**src/rtl/mem_port_arbiter.sv**
```systemverilog
// Round-robin arbiter that shares one single-port memory between the instruction-fetch
// and load/store ports, running one fixed-latency transaction at a time.
module mem_port_arbiter #(
  parameter int unsigned MEM_LAT = 1
) (
  input  logic        clk,
  input  logic        reset,
  input  logic        if_req_valid,
  input  logic [31:0] if_req_addr,
  output logic        if_req_ready,
  output logic        if_rsp_valid,
  output logic [31:0] if_rsp_data,
  input  logic        ls_req_valid,
  input  logic        ls_req_we,
  input  logic [31:0] ls_req_addr,
  input  logic [31:0] ls_req_wdata,
  output logic        ls_req_ready,
  output logic        ls_rsp_valid,
  output logic [31:0] ls_rsp_rdata,
  output logic        mem_en,
  output logic        mem_we,
  output logic [31:0] mem_addr,
  output logic [31:0] mem_wdata,
  input  logic [31:0] mem_rdata
);

  typedef enum logic [1:0] {
    IDLE   = 2'd0,
    ACCESS = 2'd1,
    RESP   = 2'd2
  } state_t;

  localparam logic [3:0] CNT_INIT = 4'(MEM_LAT - 1);

  state_t      state_q, state_d;
  logic [3:0]  cnt_q, cnt_d;
  logic        last_ls_q, last_ls_d;
  logic        owner_ls_q, owner_ls_d;
  logic        we_q, we_d;
  logic [31:0] addr_q, addr_d;
  logic [31:0] wdata_q, wdata_d;
  logic [31:0] rsp_data_q, rsp_data_d;
  logic        mem_en_q, mem_en_d;
  logic        mem_we_q, mem_we_d;
  logic        if_rsp_valid_q, if_rsp_valid_d;
  logic        ls_rsp_valid_q, ls_rsp_valid_d;
  logic        if_win, ls_win;

  // On a tie the port that did not win last time gets the grant.
  assign if_win = if_req_valid && (!ls_req_valid || last_ls_q);
  assign ls_win = ls_req_valid && !if_win;

  assign if_req_ready = (state_q == IDLE) && if_win;
  assign ls_req_ready = (state_q == IDLE) && ls_win;

  assign mem_en       = mem_en_q;
  assign mem_we       = mem_we_q;
  assign mem_addr     = addr_q;
  assign mem_wdata    = wdata_q;
  assign if_rsp_valid = if_rsp_valid_q;
  assign ls_rsp_valid = ls_rsp_valid_q;
  assign if_rsp_data  = rsp_data_q;
  assign ls_rsp_rdata = rsp_data_q;

  always_comb begin
    state_d        = state_q;
    cnt_d          = cnt_q;
    last_ls_d      = last_ls_q;
    owner_ls_d     = owner_ls_q;
    we_d           = we_q;
    addr_d         = addr_q;
    wdata_d        = wdata_q;
    rsp_data_d     = rsp_data_q;
    mem_en_d       = mem_en_q;
    mem_we_d       = mem_we_q;
    if_rsp_valid_d = 1'b0;
    ls_rsp_valid_d = 1'b0;
    case (state_q)
      IDLE: begin
        if (if_win) begin
          owner_ls_d = 1'b0;
          last_ls_d  = 1'b0;
          we_d       = 1'b0;
          addr_d     = if_req_addr & ~32'h3;
          wdata_d    = 32'd0;
          cnt_d      = CNT_INIT;
          mem_en_d   = 1'b1;
          mem_we_d   = 1'b0;
          state_d    = ACCESS;
        end else if (ls_win) begin
          owner_ls_d = 1'b1;
          last_ls_d  = 1'b1;
          we_d       = ls_req_we;
          addr_d     = ls_req_addr & ~32'h3;
          wdata_d    = ls_req_wdata;
          cnt_d      = CNT_INIT;
          mem_en_d   = 1'b1;
          mem_we_d   = ls_req_we;
          state_d    = ACCESS;
        end
      end
      ACCESS: begin
        if (cnt_q == 4'd0) begin
          // Stores acknowledge with zero data rather than whatever the macro drives.
          rsp_data_d     = we_q ? 32'd0 : mem_rdata;
          mem_en_d       = 1'b0;
          mem_we_d       = 1'b0;
          if_rsp_valid_d = !owner_ls_q;
          ls_rsp_valid_d = owner_ls_q;
          state_d        = RESP;
        end else begin
          cnt_d = cnt_q - 4'd1;
        end
      end
      RESP: begin
        state_d = IDLE;
      end
      default: begin
        mem_en_d = 1'b0;
        mem_we_d = 1'b0;
        state_d  = IDLE;
      end
    endcase
  end

  always_ff @(posedge clk or negedge reset) begin
    if (!reset) begin
      state_q        <= IDLE;
      cnt_q          <= 4'd0;
      last_ls_q      <= 1'b1;
      owner_ls_q     <= 1'b0;
      we_q           <= 1'b0;
      addr_q         <= 32'd0;
      wdata_q        <= 32'd0;
      rsp_data_q     <= 32'd0;
      mem_en_q       <= 1'b0;
      mem_we_q       <= 1'b0;
      if_rsp_valid_q <= 1'b0;
      ls_rsp_valid_q <= 1'b0;
    end else begin
      state_q        <= state_d;
      cnt_q          <= cnt_d;
      last_ls_q      <= last_ls_d;
      owner_ls_q     <= owner_ls_d;
      we_q           <= we_d;
      addr_q         <= addr_d;
      wdata_q        <= wdata_d;
      rsp_data_q     <= rsp_data_d;
      mem_en_q       <= mem_en_d;
      mem_we_q       <= mem_we_d;
      if_rsp_valid_q <= if_rsp_valid_d;
      ls_rsp_valid_q <= ls_rsp_valid_d;
    end
  end

endmodule

```
**config.mk**
```make
export PLATFORM = sky130hd
export DESIGN_NAME = mem_port_arbiter
export DESIGN_NICKNAME = d
export VERILOG_FILES = /design/src/rtl/mem_port_arbiter.sv
export SDC_FILE = /design/constraint.sdc
export NUM_CORES = 1
export LEC_CHECK = 0
export CAP_MARGIN = 20
export CELL_PAD_IN_SITES_DETAIL_PLACEMENT = 0
export CELL_PAD_IN_SITES_GLOBAL_PLACEMENT = 2
export CORE_ASPECT_RATIO = 1.1
export CORE_MARGIN = 10
export CORE_UTILIZATION = 26
export CTS_BUF_LIST = sky130_fd_sc_hd__clkbuf_8
export CTS_CLUSTER_DIAMETER = 30
export DETAILED_ROUTE_END_ITERATION = 10
export GPL_TIMING_DRIVEN = 1
export PLACE_DENSITY = 0.95
export SLEW_MARGIN = 20
export SYNTH_ARGS = -nofsm -noshare
export SYNTH_HDL_FRONTEND = slang
export SYNTH_SLANG_ARGS = --single-unit
export TNS_END_PERCENT = 50
```
**constraint.sdc**
```tcl
create_clock -name clk -period 3.3 [get_ports clk]
set_input_delay 0.66 -clock clk [delete_from_list [all_inputs] [get_ports clk]]
set_output_delay 0.66 -clock clk [all_outputs]
set_load 0.01 [all_outputs]
```
==> flow_summary.json <==
{
  "drive_gt1_share_pct": 10.9,
  "multi_input_area_sq_um": 1870,
  "path_buf_inv": 2,
  "hp-class": "input pin to asynchronous set/reset pin",
  "htree_levels": 3,
  "overflow": 0,
  "period_needed_ps": 2810,
  "die_y_microns": 166,
  "period_share_pct": 85.2,
  "irDropWorstVdd_uv": 397,
  "dieWidth_microns": 153,
  "cts_buffer_depth": 2,
  "grt_use_total_pct": 12.9,
  "syn_avg_cell_area_sq_um": 11.5,
  "cts_hold_buf": 0,
  "core-area_sq_um": 19100,
  "slowest_stage": "clkdlybuf4s50_1",
  "yosysTopAreaCell": "dfrtp_1",
  "grt_max_degree": 70,
  "cts_setup_buffers": 0,
  "finalHoldViolCount": 0,
  "regArea_sq_um": 2680,
  "p_seq_share_pct": 34.2,
  "vias_per_cell": 4.68,
  "via_count": 4236,
  "power.share.clock_pct": 12.5,
  "num_antenna_cells": 0,
  "critPathArrivalTime_ps": 2150,
  "start_util_pct": 26.4,
  "relSlewSlack_pct": 37.1,
  "crit_type": "input pin to primary output",
  "max_stage_delay_ps": 640,
  "power.switching_uw": 2480,
  "area_growth_syn_to_layout_pct": 54.2,
  "fin_worst_skew_ps": 20.9,
  "routedWlPerCell_microns": 18.7,
  "met1_usage_pct": 14.9,
  "clk_latency_ps": 400,
  "yosysWarnings": 0,
  "power.total_uw": 6770,
  "setup-tns-final_ps": 0,
  "ant_nets": 0,
  "status": "complete, no violations",
  "synth.distinct_cells": 35,
  "syn_area_sq_um": 5050,
  "cts_inserted_buffers": 9,
  "worstSetupStartpointType": "input pin",
  "routed_wl_microns": 16900,
  "cp_max_fo": 2,
  "grt_pass1_vias": 4514,
  "p_leak_uw": 0.00326,
  "yosys-top-cells-area": "dfrtp_1 53%, mux2_4 8.0%, a22o_1 5.7%, buf_4 5.1%, nor2b_1 4.1%",
  "grt_pass1_wl_microns": 26600,
  "max-cap-violations": 0,
  "yosysTopAreaCellShare_pct": 52.5,
  "cp_common_cell": "clkdlybuf4s50_1",
  "grt_util_met2_pct": 21.4,
  "seq_area_frac_synth_pct": 53.0,
  "netlist_instances": 441,
  "required_ps": 2640,
  "path_clk_slew_ps": 130,
  "max_freq_mhz": 356,
  "die_area_sq_um": 25400,
  "report.final.slew_viol_count": 0,
  "num_io_pins": 267,
  "drc": 0,
  "firstDrtPassIters": 4,
  "ctsResizeCount": 0,
  "setup_viol": 0,
  "p_per_area_nw_per_um2": 869,
  "dp_hpwl_microns": 12500,
  "rsz0062_at_grt": "no",
  "use_met3_pct": 5.62,
  "cts_tree": "done",
  "drt_iter0_drc": 192,
  "p_int_uw": 4280,
  "gp_congestion": 0.772,
  "root_buffer": "clkbuf_8",
  "final_nets": 788,
  "crit_chain": "clkdlybuf4s50_1 > nor2b_2 > nor3_1 > clkdlybuf4s50_1",
  "ys_seq_elements": 107,
  "core.rowCount": 53,
  "cts_sinks": 107,
  "port_buffers": 260,
  "switching_share_pct": 36.7,
  "tightest_slew_ps": 943,
  "globalRoute.busiestLayer": "met2",
  "num-fill-cells": 1885,
  "antenna_found_initial": 0,
  "critical-path-top-delay-family": "buffers and inverters",
  "worstSetupEndpointType": "primary output",
  "p_comb_share_pct": 53.3,
  "whs_ps": 216
}
==> state kept, by name (all words and copies together) (netlist names) <==
signal / flops
if_rsp_data: 32
mem_wdata: 32
mem_addr: 30
cnt_q: 4
state_q: 2
if_rsp_valid: 1
last_ls_q: 1
ls_rsp_valid: 1
mem_en: 1
mem_we: 1
owner_ls_q: 1
we_q: 1
==> layer usage <==
metal / vias up / wire (microns)
met4: 0 / 158
li1: 1957 / -
met1: 2087 / 7070
met2: 180 / 8120
met5: - / 0
met3: 12 / 1550
==> metrics by stage <==
step,instances,area [sq um],setup WS (ps),utilization [%]
finish,905,7780,487,40.8
global route,905,7780,419,40.8
CTS,905,7780,507,40.8
detailed placement,889,7580,533,39.7
global placement,889,7580,548,39.7
floorplan,442,5050,1330,-
==> power groups by stage <==
stage	Sequential [uW]	Clock [uW]	Combinational [uW]
after floorplan	2500	0	1770
after global placement	2310	0	3660
after detailed placement	2340	0	3680
after CTS	2320	886	3680
after global routing	2410	931	3880
final	2310	847	3610
==> cells in the mapped netlist <==
master / number
nor2_2: 1
nor2_1: 4
buf_4: 34
nand2_1: 1
nor3_1: 4
a22o_1: 33
conb_1: 1
nor2_4: 1
a31o_2: 1
a32o_1: 1
o22ai_1: 1
a31oi_1: 31
mux2_4: 27
a21oi_1: 32
or2_2: 3
and3_1: 1
nand2b_4: 2
mux2_2: 5
ha_1: 2
mux2i_1: 1
buf_2: 8
xnor2_1: 1
nor3b_4: 1
buf_6: 10
a21o_1: 1
nand2b_1: 1
inv_1: 7
nor2b_1: 33
dfrtp_1: 106
dfstp_2: 1
nand3_1: 30
nand2_2: 1
o32ai_1: 1
o21ai_0: 35
clkbuf_1: 19
==> kinds of logic (layout without fill, tap and decap cells) <==
family | after synthesis | in the layout | synth area share (%)
compound gates | 136 | 136 | 17.0
flops | 107 | 107 | 53.0
simple gates | 83 | 83 | 9.84
buf+inv | 78 | 294 | 10.0
mux | 33 | 33 | 9.34
fa+ha+maj | 2 | 2 | 0.495
other cells | 1 | 2 | 0.0743
xor+xnor | 1 | 1 | 0.173
==> cell usage in the layout, fill, tap and decap left out, drive strengths merged, types with 2 or more instances in the layout <==
| cell type | Yosys | final |
|---|---|---|
| a21oi | 32 | 32 |
| a22o | 33 | 33 |
| a31oi | 31 | 31 |
| buf | 52 | 12 |
| clkbuf | 19 | 9 |
| clkdlybuf4s50 | 0 | 259 |
| clkinv | 0 | 3 |
| conb | 1 | 2 |
| dfrtp | 106 | 106 |
| ha | 2 | 2 |
| inv | 7 | 10 |
| mux2 | 32 | 32 |
| nand2 | 2 | 2 |
| nand2b | 3 | 3 |
| nand3 | 30 | 30 |
| nor2 | 6 | 6 |
| nor2b | 33 | 33 |
| nor3 | 4 | 4 |
| o21ai | 35 | 35 |
| or2 | 3 | 3 |
==> layout make-up <==
type	instances	area share [%]
clock buffer	9	1.59
clock inverter	7	1.03
inverter	7	0.338
multi-input combinational	257	24.0
sequential	107	34.4
tap	247	3.97
timing repair buffer	271	34.6
==> final timing paths <==
kind                              start             end  slack (ps)  cells past startpoint
min reg2reg                      mem_en          mem_en         490                      1
min                               reset  if_rsp_data[4]         220                      1
min in group clk                 mem_en          mem_en         490                      1
max in group asynchronous         reset    mem_addr[21]        2260                      2
max                        ls_req_valid    if_req_ready         490                      4
max reg2reg                  state_q[0]          mem_we        1280                      4
No activity file was read; power rests on OpenSTA's default activity.
